[src/rtl/mux_demux_4ch_pkg.sv]
// Shared definitions for the 4-lane mux/demux link.
// Holds the data width default, lane count, selector width, the lane select
// encodings and a helper that decodes a lane select into a one-hot lane mask.
package mux_demux_4ch_pkg;

  localparam int DATA_WIDTH = 4;
  localparam int NUM_LANES  = 4;
  localparam int SEL_WIDTH  = 2;

  localparam logic [SEL_WIDTH-1:0] LANE0 = 2'd0;
  localparam logic [SEL_WIDTH-1:0] LANE1 = 2'd1;
  localparam logic [SEL_WIDTH-1:0] LANE2 = 2'd2;
  localparam logic [SEL_WIDTH-1:0] LANE3 = 2'd3;

  // One-hot decode of a lane select; unknown selects fall back to lane 0.
  function automatic logic [NUM_LANES-1:0] lane_onehot(input logic [SEL_WIDTH-1:0] sel);
    logic [NUM_LANES-1:0] mask;
    case (sel)
      LANE0:   mask = 4'b0001;
      LANE1:   mask = 4'b0010;
      LANE2:   mask = 4'b0100;
      LANE3:   mask = 4'b1000;
      default: mask = 4'b0001;
    endcase
    return mask;
  endfunction

endpackage

[src/rtl/mux_demux_4ch_if.sv]
// Bus bundle for mux_demux_4ch.
// master: drives enable, the four mux lanes and both selectors; observes the
//         shared channel and the four demux lanes.
// slave : the design side (inputs and outputs reversed).
interface mux_demux_4ch_if
  import mux_demux_4ch_pkg::*;
#(
  parameter int DATA_WIDTH = mux_demux_4ch_pkg::DATA_WIDTH
) ();

  logic                  enb;
  logic [DATA_WIDTH-1:0] entrada0_mux;
  logic [DATA_WIDTH-1:0] entrada1_mux;
  logic [DATA_WIDTH-1:0] entrada2_mux;
  logic [DATA_WIDTH-1:0] entrada3_mux;
  logic [SEL_WIDTH-1:0]  selector_mux;
  logic [SEL_WIDTH-1:0]  selector_dmux;
  logic [DATA_WIDTH-1:0] salida_mux;
  logic [DATA_WIDTH-1:0] salida0_dmux;
  logic [DATA_WIDTH-1:0] salida1_dmux;
  logic [DATA_WIDTH-1:0] salida2_dmux;
  logic [DATA_WIDTH-1:0] salida3_dmux;

  modport master (
    output enb, entrada0_mux, entrada1_mux, entrada2_mux, entrada3_mux,
    output selector_mux, selector_dmux,
    input  salida_mux, salida0_dmux, salida1_dmux, salida2_dmux, salida3_dmux
  );

  modport slave (
    input  enb, entrada0_mux, entrada1_mux, entrada2_mux, entrada3_mux,
    input  selector_mux, selector_dmux,
    output salida_mux, salida0_dmux, salida1_dmux, salida2_dmux, salida3_dmux
  );

endinterface

[src/rtl/mux_demux_4ch_lane_demux4.sv]
// Registered 1-to-4 lane demultiplexer.
// Ports: clk, reset_L (async active-low), enb (0 clears all lanes), din word
//        from the shared channel, sel output lane select, out0..out3 registered
//        lanes (only the selected one carries din, the rest are zero).
module mux_demux_4ch_lane_demux4
  import mux_demux_4ch_pkg::*;
#(
  parameter int DATA_WIDTH = mux_demux_4ch_pkg::DATA_WIDTH
) (
  input  logic                  clk,
  input  logic                  reset_L,
  input  logic                  enb,
  input  logic [DATA_WIDTH-1:0] din,
  input  logic [SEL_WIDTH-1:0]  sel,
  output logic [DATA_WIDTH-1:0] out0,
  output logic [DATA_WIDTH-1:0] out1,
  output logic [DATA_WIDTH-1:0] out2,
  output logic [DATA_WIDTH-1:0] out3
);

  logic [NUM_LANES-1:0]                 lane_mask;
  logic [NUM_LANES-1:0][DATA_WIDTH-1:0] lane_next;
  logic [NUM_LANES-1:0][DATA_WIDTH-1:0] lane_q;

  // Route din to the selected lane only; every other lane loads zero.
  always_comb begin
    lane_mask = lane_onehot(sel);
    for (int i = 0; i < NUM_LANES; i++) begin
      if (enb && lane_mask[i]) begin
        lane_next[i] = din;
      end else begin
        lane_next[i] = {DATA_WIDTH{1'b0}};
      end
    end
  end

  // Output lane registers.
  always_ff @(posedge clk or negedge reset_L) begin
    if (!reset_L) begin
      for (int i = 0; i < NUM_LANES; i++) begin
        lane_q[i] <= {DATA_WIDTH{1'b0}};
      end
    end else begin
      lane_q <= lane_next;
    end
  end

  assign out0 = lane_q[0];
  assign out1 = lane_q[1];
  assign out2 = lane_q[2];
  assign out3 = lane_q[3];

endmodule

[src/rtl/mux_demux_4ch_lane_mux4.sv]
// Registered 4-to-1 lane multiplexer.
// Ports: clk, reset_L (async active-low), enb (0 loads zero), in0..in3 lanes,
//        sel lane select, out registered selected lane.
module mux_demux_4ch_lane_mux4
  import mux_demux_4ch_pkg::*;
#(
  parameter int DATA_WIDTH = mux_demux_4ch_pkg::DATA_WIDTH
) (
  input  logic                  clk,
  input  logic                  reset_L,
  input  logic                  enb,
  input  logic [DATA_WIDTH-1:0] in0,
  input  logic [DATA_WIDTH-1:0] in1,
  input  logic [DATA_WIDTH-1:0] in2,
  input  logic [DATA_WIDTH-1:0] in3,
  input  logic [SEL_WIDTH-1:0]  sel,
  output logic [DATA_WIDTH-1:0] out
);

  logic [DATA_WIDTH-1:0] out_next;

  // Select the lane to load next; a disabled stage loads zero.
  always_comb begin
    out_next = {DATA_WIDTH{1'b0}};
    if (enb) begin
      case (sel)
        LANE0:   out_next = in0;
        LANE1:   out_next = in1;
        LANE2:   out_next = in2;
        LANE3:   out_next = in3;
        default: out_next = in0;
      endcase
    end else begin
      out_next = {DATA_WIDTH{1'b0}};
    end
  end

  // Shared channel register.
  always_ff @(posedge clk or negedge reset_L) begin
    if (!reset_L) begin
      out <= {DATA_WIDTH{1'b0}};
    end else begin
      out <= out_next;
    end
  end

endmodule

[src/rtl/mux_demux_4ch.sv]
// 4-lane link: registered 4-to-1 mux onto a shared channel followed by a
// registered 1-to-4 demux back out to one of four lanes.
// Ports: clk, reset_L (async active-low), bus (slave side of
//        mux_demux_4ch_if: enable, lanes, selectors in; channel and demux
//        lanes out). The demux select is not pipelined: it steers whatever
//        word is currently held on the channel.
module mux_demux_4ch
  import mux_demux_4ch_pkg::*;
#(
  parameter int DATA_WIDTH = mux_demux_4ch_pkg::DATA_WIDTH
) (
  input  logic                 clk,
  input  logic                 reset_L,
  mux_demux_4ch_if.slave       bus
);

  logic [DATA_WIDTH-1:0] channel;

  mux_demux_4ch_lane_mux4 #(.DATA_WIDTH(DATA_WIDTH)) u_mux (
    .clk     (clk),
    .reset_L (reset_L),
    .enb     (bus.enb),
    .in0     (bus.entrada0_mux),
    .in1     (bus.entrada1_mux),
    .in2     (bus.entrada2_mux),
    .in3     (bus.entrada3_mux),
    .sel     (bus.selector_mux),
    .out     (channel)
  );

  mux_demux_4ch_lane_demux4 #(.DATA_WIDTH(DATA_WIDTH)) u_demux (
    .clk     (clk),
    .reset_L (reset_L),
    .enb     (bus.enb),
    .din     (channel),
    .sel     (bus.selector_dmux),
    .out0    (bus.salida0_dmux),
    .out1    (bus.salida1_dmux),
    .out2    (bus.salida2_dmux),
    .out3    (bus.salida3_dmux)
  );

  assign bus.salida_mux = channel;

endmodule

[src/flat_wrapper.sv]
// flat-port wrapper written by rule: the top's interface ports become plain ports
module mux_demux_4ch_flat import mux_demux_4ch_pkg::*;
#(
  parameter int DATA_WIDTH = mux_demux_4ch_pkg::DATA_WIDTH
)
  (clk, reset_L, bus_enb, bus_entrada0_mux, bus_entrada1_mux, bus_entrada2_mux, bus_entrada3_mux, bus_selector_mux, bus_selector_dmux, bus_salida_mux, bus_salida0_dmux, bus_salida1_dmux, bus_salida2_dmux, bus_salida3_dmux);
  mux_demux_4ch_if #(.DATA_WIDTH(DATA_WIDTH)) bus_i ();
  input  logic clk;
  input  logic reset_L;
  input wire logic [$bits(bus_i.enb)-1:0] bus_enb;
  input wire logic [$bits(bus_i.entrada0_mux)-1:0] bus_entrada0_mux;
  input wire logic [$bits(bus_i.entrada1_mux)-1:0] bus_entrada1_mux;
  input wire logic [$bits(bus_i.entrada2_mux)-1:0] bus_entrada2_mux;
  input wire logic [$bits(bus_i.entrada3_mux)-1:0] bus_entrada3_mux;
  input wire logic [$bits(bus_i.selector_mux)-1:0] bus_selector_mux;
  input wire logic [$bits(bus_i.selector_dmux)-1:0] bus_selector_dmux;
  output wire logic [$bits(bus_i.salida_mux)-1:0] bus_salida_mux;
  output wire logic [$bits(bus_i.salida0_dmux)-1:0] bus_salida0_dmux;
  output wire logic [$bits(bus_i.salida1_dmux)-1:0] bus_salida1_dmux;
  output wire logic [$bits(bus_i.salida2_dmux)-1:0] bus_salida2_dmux;
  output wire logic [$bits(bus_i.salida3_dmux)-1:0] bus_salida3_dmux;
  assign bus_i.enb = bus_enb;
  assign bus_i.entrada0_mux = bus_entrada0_mux;
  assign bus_i.entrada1_mux = bus_entrada1_mux;
  assign bus_i.entrada2_mux = bus_entrada2_mux;
  assign bus_i.entrada3_mux = bus_entrada3_mux;
  assign bus_i.selector_mux = bus_selector_mux;
  assign bus_i.selector_dmux = bus_selector_dmux;
  assign bus_salida_mux = bus_i.salida_mux;
  assign bus_salida0_dmux = bus_i.salida0_dmux;
  assign bus_salida1_dmux = bus_i.salida1_dmux;
  assign bus_salida2_dmux = bus_i.salida2_dmux;
  assign bus_salida3_dmux = bus_i.salida3_dmux;
  mux_demux_4ch #(.DATA_WIDTH(DATA_WIDTH)) u_core (.clk(clk), .reset_L(reset_L), .bus(bus_i));
endmodule
[config.mk]
export PLATFORM = sky130hd
export DESIGN_NAME = mux_demux_4ch_flat
export DESIGN_NICKNAME = d
export VERILOG_FILES = /design/src/rtl/mux_demux_4ch_pkg.sv /design/src/rtl/mux_demux_4ch_if.sv /design/src/rtl/mux_demux_4ch_lane_demux4.sv /design/src/rtl/mux_demux_4ch_lane_mux4.sv /design/src/rtl/mux_demux_4ch.sv /design/src/flat_wrapper.sv
export SDC_FILE = /design/constraint.sdc
export NUM_CORES = 1
export LEC_CHECK = 0
export ABC_AREA = 1
export BUFFER_PORTS_ARGS = -buffer_cell sky130_fd_sc_hd__buf_2
export CORE_MARGIN = 2
export CORE_UTILIZATION = 45
export CTS_CLUSTER_SIZE = 28
export DETAILED_ROUTE_END_ITERATION = 6
export GPL_TIMING_DRIVEN = 0
export PLACE_DENSITY = 0.82
export SYNTH_ARGS = -nofsm -noshare
export SYNTH_HDL_FRONTEND = slang
export SYNTH_SLANG_ARGS = --single-unit
export TNS_END_PERCENT = 5
[constraint.sdc]
create_clock -name clk -period 1.15 [get_ports clk]
set_input_delay 0.115 -clock clk [delete_from_list [all_inputs] [get_ports clk]]
set_output_delay 0.115 -clock clk [all_outputs]
set_load 0.01 [all_outputs]
==> results.toml, run 1 <==
[outcome]
status = "finished, final reports clean"

[logic_synthesis]
yosysUniqueCellTypes = 11
synth_warnings = 0
synth_area_um2 = 776
avgSynthCellArea_um2 = 9.35
syn_inst = 83
yosys.area.top_type = "dfrtp_1"
yosysSeqAreaShare = 0.645
synth_top_area_share = 0.645
syn_nets = 106
ys_seq_elements = 20
synthTopCellsByArea = "dfrtp_1, nor2_1, nand3_1"

[clock_tree]
cts_made_buffers = 3
clock_path_buffers = 2
htree_levels = 1
hold_buffers = 1
insertion_delay_ps = 290
cts_setup_buffers = 0
cts_tree = "yes"
root_buffer = "clkbuf_4"
clock-sinks = 20
path_clk_slew_ps = 100
cts_repair_resize_count = 0

[die]
die_x_um = 45.5
placeableCoreArea_mm2 = 0.00167
io_pins = 43
rows = 15
start_util = 0.464
fp.dieH_um = 45.5
fp.dieArea_mm2 = 0.00207

[sta]
fmax_mhz = 1060
period_needed_ps = 945
clock_skew_ps = 0.714
hold_viol_final = 0
drv_slew = 0
setup_viol = 0
final.setup.tns_ps = 0
rsz0062_at_grt = "no"
period_share = 0.822
worst_pin_slew_ps = 419
relSlewSlack = 0.721

[setup_path]
crit_path_top_delay_cell = "dfrtp_1"
crit_family = "flip-flops"
cp.depth = 1
path_cells = "buf_2"
start_kind = "register"
cp-startpoint = "u_core.u_mux.out[0]$_DFF_PN0_"
r2r_cells = 2
crit_buf_inv = 1
end_kind = "primary output"
path_max_fanout = 2
cp_slowest_stage_delay_ps = 400
r2r-end = "u_core.u_demux.out3[0]$_DFF_PN0_"
r2r-start = "u_core.u_mux.out[0]$_DFF_PN0_"
crit_type = "reg2out"
arrival_ps = 830
r2r_slack_ps = 470
critPathRequiredTime_ps = 1030

[grt]
antenna_found_initial = 0
grt_first_pass_wirelength_um = 2280
grt_use_total = 0.154
grt_pass1_vias = 585
grt_max_degree = 21
grt-ovfl-total = 0

[detailed_routing]
drt_iter0_drc = 8
vias_per_cell = 4.75
route.detailed.drc = 0
wl_per_cell_um = 9.99
vias = 694
drt-total-wl_um = 1460
first_pass_iters = 4
ant_nets = 0

[place]
gp_congestion = 0.715
post-dp-hpwl_um = 1190
io_buffers = 41

[power_and_ir_drop]
power_density_mw_per_mm2 = 1220
max-vdd-ir-drop_uv = 536
p_leak_uw = 0.000635
power_uw = 1280

[cells_and_area]
drive_gt1_frac = 0.380
nets = 153
final_common_cell = "buf_2"
multi_input_area_um2 = 213
fill_cells = 150
most-common-layout-cells = "buf_2, nor2_1, dfrtp_1, nand3_1, inv_1"
seq_area_um2 = 500
syn2layout_area_growth_pct = 35.2
antenna_cells = 0

[min_path]
worstHoldStart = "bus_entrada0_mux[2]"
min_to = "u_core.u_mux.out[2]$_DFF_PN0_"
hold_path_class = "in2reg"
whs_path_depth = 3

[job]
drv_cap = 0
## how the worst max path moves through the flow
stage,to,slack (ps)
after CTS,bus_salida_mux[0],200
after global placement,u_core.u_mux.out[1]$_DFF_PN0_,420
after floorplan,u_core.u_demux.out1[0]$_DFF_PN0_,490
after global routing,bus_salida_mux[0],170
after detailed placement,u_core.u_mux.out[0]$_DFF_PN0_,400
final,bus_salida_mux[0],200
## power by group
part           switching [uW]  total (uW)  internal [uW]
Clock                     189         382            193
Sequential               7.50         730            723
Combinational            97.0         168           70.8
Total                     294        1280            987
## cell type report
cell class                 count  area share
multi-input combinational     50       0.203
inverter                      11      0.0418
tap                           17      0.0203
timing repair buffer          42       0.205
clock buffer                   4      0.0346
sequential                    20       0.477
buffer                         2      0.0179
## layer usage
metal  wire (um)  part of all wire  GRT usage
met1         586              0.40      0.166
met2         730              0.50      0.285
met3         132             0.091     0.0278
met4           8            0.0055     0.0706
met5           0                 0          0
## synthesized netlist by cell type (all sizes together)
cell type  count
a21oi          3
buf            2
dfrtp         20
inv           11
nand2          6
nand3         11
nor2          26
o21ai          4
## flip-flops by register name (all words and copies together), names as in the netlist
signal / count
u_core.u_demux.out0: 4
u_core.u_mux.out: 4
u_core.u_demux.out3: 4
u_core.u_demux.out1: 4
u_core.u_demux.out2: 4
## cell families after synthesis
family / count (synthesis) / share of synthesized area
AND/OR/NAND/NOR: 43 / 0.229
flip-flops: 20 / 0.645
buffers and inverters: 13 / 0.0807
AO/OA/AOI/OAI: 7 / 0.0452
## metrics by stage
step | hold slack (ps) | area (um^2) | cells | util | setup WS (ps)
finish | 74.5 | 1050 | 146 | 0.628 | 205
global route | 104 | 1050 | 146 | 0.628 | 170
CTS | 71.8 | 1050 | 146 | 0.628 | 201
detailed placement | 72.7 | 1000 | 141 | 0.600 | 401
global placement | 64.1 | 1000 | 141 | 0.600 | 418
floorplan | -181 | 776 | 83 | - | 491
Power figures use the tool's default switching activity.
==> run 2, diff against run 1 <==
- CORE_UTILIZATION: 45 -> 38
- PLACE_DENSITY: 0.82 -> 0.74
- clock period: 1.15 -> 0.8 ns (I/O delays scaled with it)
==> run 2 against run 1 <==
  * The flow now finishes with violations (setup timing)
  * First-iteration DRC count down 25%
  * Die area grew 17%
  * Sequential share of layout area decreased by 0.56 points
  * Register-to-register slack worse by 350 ps
  * Non-clock buffer count unchanged
  * Clock skew rose by 5.0 ps
  * Clock power up 46%
  * Utilization down 8.1 points
  * Power up 44%
  * Critical path type unchanged
  * Critical endpoint is now bus_salida_mux[1]
  * Largest power group unchanged
==> results.toml, run 2 (synthesis results as in run 1) <==
[place]
place_ws_ps = 76.7
gp_congestion = 0.811
io_buffers = 41
dp_cells = 151
post-dp-hpwl_um = 1120

[power_and_ir_drop]
power_density_mw_per_mm2 = 1740
p_leak_uw = 0.000635
power_uw = 1850
max-vdd-ir-drop_uv = 726

[setup_path]
crit_family = "flip-flops"
arrival_ps = 840
crit_type = "reg2out"
crit_path_top_delay_cell = "dfrtp_1"
critPathRequiredTime_ps = 720
path_max_fanout = 2
path_cells = "buf_2"
start_kind = "register"
cp_slowest_stage_delay_ps = 400
end_kind = "primary output"
crit_buf_inv = 1

[sta]
worst_slack_ps = -116
worst_pin_slew_ps = 401
setup_viol = 20
whs_ps = 33.2
fmax_mhz = 1090
period_needed_ps = 916
drv_slew = 0
relSlewSlack = 0.733
period_share = 1.14
rsz0062_at_grt = "yes"
clock_skew_ps = 5.75
hold_viol_final = 0

[die]
fp.dieH_um = 49.2
start_util = 0.399
fp.dieArea_mm2 = 0.00242
placeableCoreArea_mm2 = 0.00194
die_x_um = 49.2
rows = 16
io_pins = 43

[detailed_routing]
vias_per_cell = 4.28
drt_iter0_drc = 6
wl_per_cell_um = 8.78
vias = 668
ant_nets = 0
route.detailed.drc = 0
drt-total-wl_um = 1370
first_pass_iters = 4

[grt]
antenna_found_initial = 0
grt_first_pass_wirelength_um = 2290
grt_pass1_vias = 571
grt_max_degree = 21
grt-ovfl-total = 0
grt_use_total = 0.129

[cells_and_area]
final_common_cell = "buf_2"
drive_gt1_frac = 0.380
most-common-layout-cells = "buf_2, nor2_1, dfrtp_1, nand3_1, inv_1"
antenna_cells = 0
nets = 153
fin_cells = 156
fill_cells = 185
syn2layout_area_growth_pct = 36.8

[clock_tree]
cts_tree = "yes"
htree_levels = 1
cts_made_buffers = 3
insertion_delay_ps = 300
clock_path_buffers = 2
path_clk_slew_ps = 100
clock-sinks = 20
cts_repair_resize_count = 0
root_buffer = "clkbuf_4"
cts_setup_buffers = 0

[min_path]
hold_path_class = "in2reg"

[outcome]
violations = "setup timing"
status = "complete, but fails checks"

[job]
drv_cap = 0
[run 2: layout make-up]
| cell class | count | area [um^2] | area share |
|---|---|---|---|
| sequential | 20 | 500 | 0.472 |
| timing repair buffer | 42 | 215 | 0.203 |
| multi-input combinational | 50 | 213 | 0.200 |
| inverter | 11 | 43.8 | 0.0413 |
| clock buffer | 4 | 36.3 | 0.0342 |
| tap | 27 | 33.8 | 0.0318 |
| buffer | 2 | 18.8 | 0.0177 |
[run 2: what timing repair did]
item	CTS	global route
setup endpoints to repair	20	20
hold buffers	1	0
endpoints found under the hold margin	20	0
[run 2: worst paths after layout]
check                                               from                               end  slack (ps)  cells past startpoint
max in group asynchronous                        reset_L  u_core.u_demux.out0[2]$_DFF_PN0_         280                      2
min reg2reg                u_core.u_mux.out[2]$_DFF_PN0_  u_core.u_demux.out2[2]$_DFF_PN0_         550                      2
min                                  bus_entrada0_mux[3]     u_core.u_mux.out[3]$_DFF_PN0_          30                      3
max                        u_core.u_mux.out[1]$_DFF_PN0_                 bus_salida_mux[1]        -120                      1
min in group asynchronous                        reset_L     u_core.u_mux.out[3]$_DFF_PN0_         230                      2
max reg2reg                u_core.u_mux.out[0]$_DFF_PN0_  u_core.u_demux.out2[0]$_DFF_PN0_         120                      2
[run 2: per-layer routing]
layer  share of wire  vias to the layer above  GRT usage
li1                -                      347          -
met1            0.41                      279      0.142
met2            0.47                       40      0.212
met3            0.11                        2     0.0399
met4           0.013                        0     0.0857
met5               0                        -          0
[run 2: metrics by stage]
step                      utilization  instance area (um^2)  TNS [ps]
after floorplan                     -                   776         0
after global placement          0.523                  1010         0
after detailed placement        0.523                  1010         0
after CTS                       0.546                  1060     -1810
after global routing            0.546                  1060     -2450
final                           0.546                  1060     -1600
[run 2: report_power, final]
part | internal, uW | switching [uW]
logic | 102 | 138
registers | 1040 | 10.3
clock network | 278 | 280
==> run 3, diff against run 2 <==
- CORE_MARGIN: 2 -> 4
- CORE_UTILIZATION: 38 -> 40
- CTS_BUF_LIST: unset -> sky130_fd_sc_hd__clkbuf_8
- PLACE_DENSITY: 0.74 -> 0.77
==> run 3 against run 2 <==
  * The flow still finishes with violations (setup timing)
  * Die area grew 12%
  * First-iteration DRC count grew 17%
  * Clock power grew 29%
  * Clock skew shrank 3.5 ps
  * Final area grew 1.5%
  * Non-clock buffer count is the same
  * Power grew 9.0%
  * Cell count shrank 1.3%
  * Register-to-register slack is essentially flat
  * Critical path type unchanged
  * Largest cell class unchanged
  * Highest routed layer is now met3
==> results.toml, run 3 (synthesis results as in run 1) <==
[outcome]
status = "complete, but fails checks"
violations = "setup timing"

[power_and_ir_drop]
p_leak_uw = 0.000643
power_density_mw_per_mm2 = 1870
max-vdd-ir-drop_uv = 856

[setup_path]
path_cells = "buf_2"
crit_family = "flip-flops"
start_kind = "register"
crit_buf_inv = 1
arrival_ps = 770
crit_type = "reg2out"
critPathRequiredTime_ps = 720
cp-startpoint = "u_core.u_mux.out[3]$_DFF_PN0_"
end_kind = "primary output"
r2r_slack_ps = 130
cp_slowest_stage_delay_ps = 380
r2r-start = "u_core.u_mux.out[3]$_DFF_PN0_"
crit_path_top_delay_cell = "dfrtp_1"
path_max_fanout = 2

[place]
post-dp-hpwl_um = 1230
dp_cells = 149
io_buffers = 41
placed_area_mm2 = 0.00101
gp_congestion = 0.773

[die]
fp.dieH_um = 52.0
fp.dieArea_mm2 = 0.00271
rows = 15
start_util = 0.435
placeableCoreArea_mm2 = 0.00178
die_x_um = 52.0
io_pins = 43

[sta]
hold_viol_final = 0
setup_viol = 20
clock_skew_ps = 2.26
period_share = 1.06
fmax_mhz = 1180
worst_pin_slew_ps = 410
worst_slack_ps = -50.8
whs_ps = 92.7
drv_slew = 0
relSlewSlack = 0.727
rsz0062_at_grt = "yes"
period_needed_ps = 851

[grt]
grt_max_degree = 21
antenna_found_initial = 0
grt_use_total = 0.112
grt_first_pass_wirelength_um = 2260
grt-ovfl-total = 0
grt_pass1_vias = 619

[clock_tree]
root_buffer = "clkbuf_8"
cts_made_buffers = 3
insertion_delay_ps = 250
path_clk_slew_ps = 70
cts_setup_buffers = 0
htree_levels = 1
clock_path_buffers = 2
cts_tree = "yes"
clock-sinks = 20
cts_repair_resize_count = 0

[cells_and_area]
fin_cells = 154
finish.instance_area_mm2 = 0.00108
final_common_cell = "buf_2"
fill_cells = 159
nets = 153
drive_gt1_frac = 0.380
syn2layout_area_growth_pct = 38.9
most-common-layout-cells = "buf_2, nor2_1, dfrtp_1, nand3_1, inv_1"
antenna_cells = 0

[min_path]
hold_path_class = "in2reg"
worstHoldStart = "bus_entrada0_mux[3]"

[detailed_routing]
drt_iter0_drc = 7
first_pass_iters = 5
ant_nets = 0
vias_per_cell = 4.34
drt-total-wl_um = 1500
route.detailed.drc = 0
wl_per_cell_um = 9.72
vias = 668

[job]
drv_cap = 0
[run 3: layout make-up]
type / count / area, um^2 / share of cell area
plain buffers: 2 / 18.8 / 0.0174
clock buffers: 4 / 55.1 / 0.0511
inverters: 11 / 43.8 / 0.0407
multi-input cells: 50 / 213 / 0.197
flip-flops and latches: 20 / 500 / 0.465
well taps: 25 / 31.3 / 0.0290
repair buffers: 42 / 215 / 0.200
[run 3: routing by layer]
metal,share of wire,track usage,up-vias
met2,0.47,0.209,42
li1,-,-,346
met3,0.14,0.0315,0
met5,0,0,-
met1,0.39,0.113,280
met4,0,0.0480,0
[run 3: repair_timing]
item	in CTS	in global routing
endpoints found under the setup margin	20	20
hold buffers	1	0
endpoints found under the hold margin	20	0
[run 3: power breakdown]
group	internal (uW)	leakage (uW)	switching, uW
Clock	436	0.0000288	284
Sequential	1040	0.000274	10.3
Combinational	102	0.000341	140
[run 3: worst paths after layout]
path / end / depth (start not counted)
max: bus_salida_mux[3] / 1
min: u_core.u_mux.out[3]$_DFF_PN0_ / 3
max reg2reg: u_core.u_demux.out2[3]$_DFF_PN0_ / 2
min reg2reg: u_core.u_demux.out3[2]$_DFF_PN0_ / 2
max in group asynchronous: u_core.u_demux.out2[2]$_DFF_PN0_ / 2
min in group asynchronous: u_core.u_demux.out2[1]$_DFF_PN0_ / 2
[run 3: metrics by stage]
stage | setup TNS [ps] | utilization | setup slack (ps) | power, uW
floorplan | 0 | - | 141 | 1190
global placement | 0 | 0.568 | 101 | 1300
detailed placement | 0 | 0.568 | 83.1 | 1310
CTS | -530 | 0.604 | -53.7 | 2030
global route | -976 | 0.604 | -78.5 | 2110
finish | -398 | 0.604 | -50.8 | 2010
[run 3: worst min-delay path, delay by kind of cell]
kind / cells / cell delay [ps]
compound gates: 1 / 60
simple gates: 1 / 90
buf+inv: 1 / 70
